$ cat src/rtl/alu_issue_sequencer.sv
// alu_issue_sequencer: issues one ALU op to the r0 multiplexer, ignores stale ready, times out, holds the result until consumed
module alu_issue_sequencer #(
  parameter int TIMEOUT = 64
) (
  input  logic       clk,
  input  logic       reset,
  input  logic       req_valid,
  input  logic [1:0] req_op,
  input  logic [7:0] req_a,
  input  logic [7:0] req_b,
  output logic       req_ready,
  output logic       mux_en,
  output logic [1:0] mux_state,
  output logic [7:0] mux_value1,
  output logic [7:0] mux_value2,
  input  logic       mux_ready,
  input  logic [7:0] mux_out1,
  input  logic [7:0] mux_out2,
  output logic       res_valid,
  input  logic       res_ready,
  output logic [7:0] res_lo,
  output logic [7:0] res_hi,
  output logic [1:0] res_op,
  output logic       res_timeout,
  output logic       busy
);
  typedef enum logic [1:0] {IDLE, RUN, DONE} state_t;
  state_t r_state, w_state;
  logic [7:0] r_cnt, w_cnt;
  logic [1:0] r_op, w_op, r_res_op, w_res_op;
  logic [7:0] r_a, w_a, r_b, w_b, r_lo, w_lo, r_hi, w_hi;
  logic r_to, w_to, r_req_ready, r_en, r_valid, r_busy;
  logic w_accept, w_fin, w_expire;
  assign w_accept = r_state == IDLE && req_valid && r_req_ready;
  // ready in the first RUN cycle may be left over from the previous op
  assign w_fin    = r_state == RUN && mux_ready && r_cnt != 8'd0;
  assign w_expire = r_state == RUN && r_cnt == 8'(TIMEOUT - 1);
  always_comb begin
    w_state  = r_state;
    w_cnt    = r_cnt;
    w_op     = r_op;
    w_a      = r_a;
    w_b      = r_b;
    w_lo     = r_lo;
    w_hi     = r_hi;
    w_to     = r_to;
    w_res_op = r_res_op;
    if (w_accept) begin
      w_state = RUN;
      w_cnt   = 8'd0;
      w_op    = req_op;
      w_a     = req_a;
      w_b     = req_b;
    end else if (w_fin || w_expire) begin
      w_state  = DONE;
      w_lo     = w_fin ? mux_out1 : 8'h00;
      w_hi     = (w_fin && r_op == 2'd2) ? mux_out2 : 8'h00;
      w_to     = !w_fin;
      w_res_op = r_op;
    end else if (r_state == RUN) begin
      w_cnt = (r_cnt == 8'(TIMEOUT)) ? r_cnt : r_cnt + 8'd1;
    end else if (r_state == DONE && res_ready) begin
      w_state = IDLE;
    end
  end
  always_ff @(posedge clk) begin
    if (reset) begin
      r_state     <= IDLE;
      r_cnt       <= 8'd0;
      r_op        <= 2'd0;
      r_a         <= 8'd0;
      r_b         <= 8'd0;
      r_lo        <= 8'd0;
      r_hi        <= 8'd0;
      r_to        <= 1'b0;
      r_res_op    <= 2'd0;
      r_req_ready <= 1'b0;
      r_en        <= 1'b0;
      r_valid     <= 1'b0;
      r_busy      <= 1'b0;
    end else begin
      r_state     <= w_state;
      r_cnt       <= w_cnt;
      r_op        <= w_op;
      r_a         <= w_a;
      r_b         <= w_b;
      r_lo        <= w_lo;
      r_hi        <= w_hi;
      r_to        <= w_to;
      r_res_op    <= w_res_op;
      r_req_ready <= w_state == IDLE;
      r_en        <= w_state == RUN;
      r_valid     <= w_state == DONE;
      r_busy      <= w_state != IDLE;
    end
  end
  assign req_ready   = r_req_ready;
  assign mux_en      = r_en;
  assign mux_state   = r_op;
  assign mux_value1  = r_a;
  assign mux_value2  = r_b;
  assign res_valid   = r_valid;
  assign res_lo      = r_lo;
  assign res_hi      = r_hi;
  assign res_op      = r_res_op;
  assign res_timeout = r_to;
  assign busy        = r_busy;
endmodule

$ cat config.mk
export PLATFORM = sky130hd
export DESIGN_NAME = alu_issue_sequencer
export DESIGN_NICKNAME = d
export VERILOG_FILES = /design/src/rtl/alu_issue_sequencer.sv
export SDC_FILE = /design/constraint.sdc
export NUM_CORES = 1
export LEC_CHECK = 0
export ABC_AREA = 1
export CAP_MARGIN = 5
export CORE_UTILIZATION = 46
export CTS_BUF_LIST = sky130_fd_sc_hd__clkbuf_16
export CTS_CLUSTER_DIAMETER = 80
export CTS_CLUSTER_SIZE = 8
export DETAILED_ROUTE_END_ITERATION = 8
export PLACE_DENSITY = 0.84
export SYNTH_ARGS = -nofsm -noshare
export SYNTH_HDL_FRONTEND = slang
export SYNTH_SLANG_ARGS = --single-unit
$ cat constraint.sdc
create_clock -name clk -period 2.2 [get_ports clk]
set_input_delay 0.44 -clock clk [delete_from_list [all_inputs] [get_ports clk]]
set_output_delay 0.44 -clock clk [all_outputs]
set_load 0.005 [all_outputs]
Yosys cells after proc, flatten, opt, wreduce, memory -nomap -nowiden --
Cells that the tools add are included.
Word-level totals: register bits 51, latch bits 0, memory bits (writable) 0, ROM bits 0, input port bits 39, memories 0
Cells by class: $add $sub $neg 1, multipliers 0, div/mod/pow operators 0, magnitude comparators 0, equality and inequality tests 7, shifts and indexed selects 0, multiplexer cells 6, bitwise logic cells 3, reductions and logical operators 16
Operators by type and width (count):
- two-way mux 8 bit | 2
- adder 8 x 1 -> 8 bit, second input constant | 1
- equality test 8 x 6 -> 1 bit, second input constant | 1
- equality test 8 x 7 -> 1 bit, second input constant | 1
- two-way mux 2 bit | 4
- nonzero test 8 bit | 1
- logical AND 1 bit | 7
- equality test 2 bit, second input constant | 3
- equality test 2 x 1 -> 1 bit, second input constant | 2
- zero test 2 bit | 2
- inverter 1 bit | 3
- AND reduction 3 bit | 1
- AND reduction 2 bit | 1
- nonzero test 2 bit | 1
- OR reduction 2 bit | 1
- zero test 1 bit | 1
- logical OR 1 bit | 1

Logic depth before layout (Yosys ltp) --
word-level depth 7, gate-level depth with buffers 10

Worst setup path after synthesis --
OpenSTA, ideal clock, no wires.
path type flip-flop to flip-flop, start register r_cnt[0], end register r_cnt[5], setup time 0.117 ns, arrival 1.324 ns, required time 2.083 ns, setup slack 0.758 ns, stages on the path, launching flop included 11, buffers on the path 1, clock period less this slack 1.442 ns, cell sequence dfxtp_1 ha_1 nand3_1 nor2_2 nand2_2 inv_2 nor2_8 buf_6 nand4_2 nand2_2 nor2_2
On the way: longest elaborated chain between the ends 5
Ends and longest elaborated chain:
- start: declaration | RTL line 29 | logic [7:0] r_cnt, w_cnt;
- start signal: assignment | RTL line 83 | r_cnt <= w_cnt;
- branches (longest 5 deep; another with adder 8 x 1 -> 8 bit)
Parallel ways; which one is timed is not known. A chain may end at the register's enable or synchronous reset.

Final worst setup path --
start register r_cnt[0], end register r_busy (netlist: busy)
On the way: longest elaborated chain between the ends 6
Ends and longest elaborated chain:
- equality test 8 x 6 -> 1 bit or nonzero test 8 bit (tied branches) | RTL line 37, 36
- logical AND 1 bit (on tied branches) | RTL line 37, 36
- logical OR 1 bit (*) | RTL line 54 | end else if (w_fin || w_expire) begin
- two-way mux 2 bit (*) | RTL line 54
- two-way mux 2 bit (*) | RTL line 48 | if (w_accept) begin
- nonzero test 2 bit (*) | RTL line 94 | r_busy <= w_state != IDLE;
- end signal: assignment | RTL line 80 | r_busy <= 1'b0;
- end signal: assignment | RTL line 94
- end: declaration | RTL line 32 | logic r_to, w_to, r_req_ready, r_en, r_valid, r_busy;
Mark *: on every way between the ends. The rest lies on a longest branch, timed or not.

==> metrics.csv <==
metric,value,unit
multiplexer area fraction after synthesis,0,
WP buf/inv,2,
Max clock buf depth,2,
hold depth,2,
cell taking the most area after synthesis,dfxtp_1,
Slew HR,0.695,
die width,69.1,um
Clock Latency Late Sink,0.29,ns
Final Cell Area,3050,um^2
Detailed Routing Iterations Pass 1,4,
Slew @ Worst Pin,0.455,ns
peak supply drop,0.510,mV
Arrival @ worst endpoint,1.95,ns
CTS tree,built,
status,completed,
cell depth of the worst setup path,10,
initial core utilization,0.479,
hpwl dp,3.52,mm
setup TNS,0,ns
vias in the first global route,1887,
worst setup margin,0.489,ns
Syn Inst Count,271,
Hold Path Class,flop to flop,
"Hold-fix buffers, CTS",0,
pwr/cell area,669,nW/um^2
initial antenna violation count,0,
P_leak,1.18,nW
pre-CTS setup slack,0.258,ns
Synth Area in Simple Gates,0.305,
layout cells sized above 1,0.0881,
Synth Area per Inst,7.64,um^2
sequential cell area fraction in the yosys report,0.493,
Post-Syn Nets,312,
"Setup Fix Bufs, Post-CTS",0,
critical path type,flop to flop,
Final Hold Violating Endpoints,0,
Netlist cell types,25,
Reg2Reg Depth,10,
Crit. End Element,flop,
most area-consuming cells after synthesis,"dfxtp_1 49%, nand2_1 10%, nor2_1 10%",
Final Max Slew Viols,0,
complex-gate fraction of the synthesized area,0.116,
DP Area,2900,um^2
Top delay family on crit path,simple AND/OR/NAND/NOR gates,
CP cell instances,"ha_1, nand3_1, nor2_2, nand2_2, inv_2, nor2_8, o21ai_2, nand2_1, nand2_1, inv_1",
row cnt,24,
RSZ-0062 raised after global routing,no,
XOR/XNOR share of the synthesized area,0.00846,
Startpoint Class,flop,
largest net degree at the start of global routing,25,
Area growth syn-to-layout,47.3,%
YS warnings,0,
RD Place Congestion,0.879,
worst-path maximum fanout,24,
Worst path max stage delay,0.33,ns
area share of the largest cell type after synthesis,0.493,
final wirelength,4.85,mm
Die H,69.1,um
Post-Route Skew,0.00443,ns
first-pass GRT wire length,8.16,mm
placed insts,396,
Sink Count,51,
Via Count,2049,
CTS root buffer,clkbuf_16,
mean number of vias per cell,5.07,
DRC errors left,0,
number of fill cells,343,
Final Cycle Share,0.778,
TritonCTS Buffers,5,
"Primary FF master, synth",dfxtp_1,
clk slew on worst S/H paths,0.07,ns
Initial DRC Count,108,
Mapped Area,2070,um^2
Final Instance Count excl. Fillers,404,
Achievable Freq,0.585,GHz
asr flop ratio synth,0,
Critical Path RT,2.44,ns
total track usage,0.212,
CP most frequent cell,nand2_1,
CTS resizes,0,
Port Buffers,79,
maxcap violations,0,
largest family of logic cells by synthesized area,simple AND/OR/NAND/NOR gates,
Routed WL per cell,12.0,um
die area,4770,um^2
post-layout net count,392,
grt ovf,0,
adder-cell share of the synthesized area,0.0121,
Core Footprint,4320,um^2
number of flops mapped to enable cells by yosys,0,
IO Count,80,
slowest CP cell,dfxtp_1,
Final ANT Viol Nets,0,
minimum clock period,1.71,ns
H-tree depth,2,
antenna diode count,0,
"Setup violations, final",0,
Synth Register Bits,51,
placed cells by master (no fill, tap or decap):
cell,netlist,layout
clkdlybuf4s50_1,0,79
nor2_4,2,2
nand3_1,1,1
nor3_1,2,2
a21oi_1,21,21
ha_1,2,2
buf_4,0,5
dfxtp_1,51,51
inv_6,0,1
o21ai_4,1,1
o21ai_0,19,19
clkbuf_16,0,5
nand4_1,13,13
xor2_1,2,2
nor2_8,1,1
o21ai_2,1,1
nand4_2,1,1
inv_2,3,3
nor2_1,56,56
clkinv_2,0,2
nand2_1,56,56
inv_1,17,17
nand2_2,4,4
a211oi_1,2,2
nor2_2,4,4
nor3_2,1,1
cell type report:
class | instances | area [um^2] | area share
clock buffer | 5 | 125 | 0.0411
sequential | 51 | 1020 | 0.335
timing repair buffer | 84 | 828 | 0.272
clock inverter | 3 | 18.8 | 0.00616
multi-input combinational | 189 | 915 | 0.300
tap | 52 | 65.1 | 0.0213
inverter | 20 | 75.1 | 0.0246
worst paths after layout:
| path | start | to | slack [ns] |
|---|---|---|---|
| worst min register to register | res_lo[1] | res_lo[1] | 0.46 |
| worst min-delay path | res_lo[1] | res_lo[1] | 0.46 |
| worst max register to register | r_cnt[0] | busy | 0.49 |
| worst max-delay path | r_cnt[0] | busy | 0.49 |
metal layers:
metal | global-route usage | wire length [um] | vias up
met1 | 0.245 | 2070 | 926
met5 | 0 | 0 | -
li1 | - | - | 1034
met3 | 0.0804 | 385 | 6
met4 | 0.0771 | 61 | 0
met2 | 0.356 | 2340 | 83
metrics by stage:
step | power (mW) | hold slack (ns) | utilization
global placement | 1.30 | 0.447 | 0.672
CTS | 2.05 | 0.467 | 0.705
global route | 2.13 | 0.499 | 0.705
finish | 2.04 | 0.465 | 0.705
detailed placement | 1.30 | 0.457 | 0.672
floorplan | 1.13 | 0.455 | -
registers in the layout, indices dropped and copies added (netlist names), 2 cells and up:
register    cells
res_hi          8
mux_value1      8
r_cnt           8
r_state         2
res_lo          8
mux_state       2
mux_value2      8
res_op          2
cells by family after synthesis:
logic type                 count (synthesis)
adders and majority gates                  2
AOI/OAI and AO/OA                         44
DFF                                       51
and+or+nand+nor                          141
buffers and inverters                     31
xor gates and xnor gates                   2
synthesized netlist by cell type (2+ instances only):
library cell  number
ha_1               2
nand2_2            4
nand4_1           13
dfxtp_1           51
nor2_4             2
nand2_1           56
inv_2              3
nor2_2             4
clkbuf_1           6
inv_1             17
xor2_1             2
a211oi_1           2
nor2_1            56
buf_6              2
o21ai_0           19
buf_2              2
nor3_1             2
a21oi_1           21
worst min-delay path, cell delays in order (launching register included):
cell,delay (ns)
dfxtp_1,0.31
nand2_1,0.06
a21oi_1,0.05
where the power goes:
group | total (mW) | internal, mW | switching (mW)
combinational | 0.292 | 0.166 | 0.127
sequential | 0.992 | 0.967 | 0.0250
clock | 0.755 | 0.421 | 0.334
total | 2.04 | 1.55 | 0.486
No activity file was read; power rests on OpenSTA's default activity.
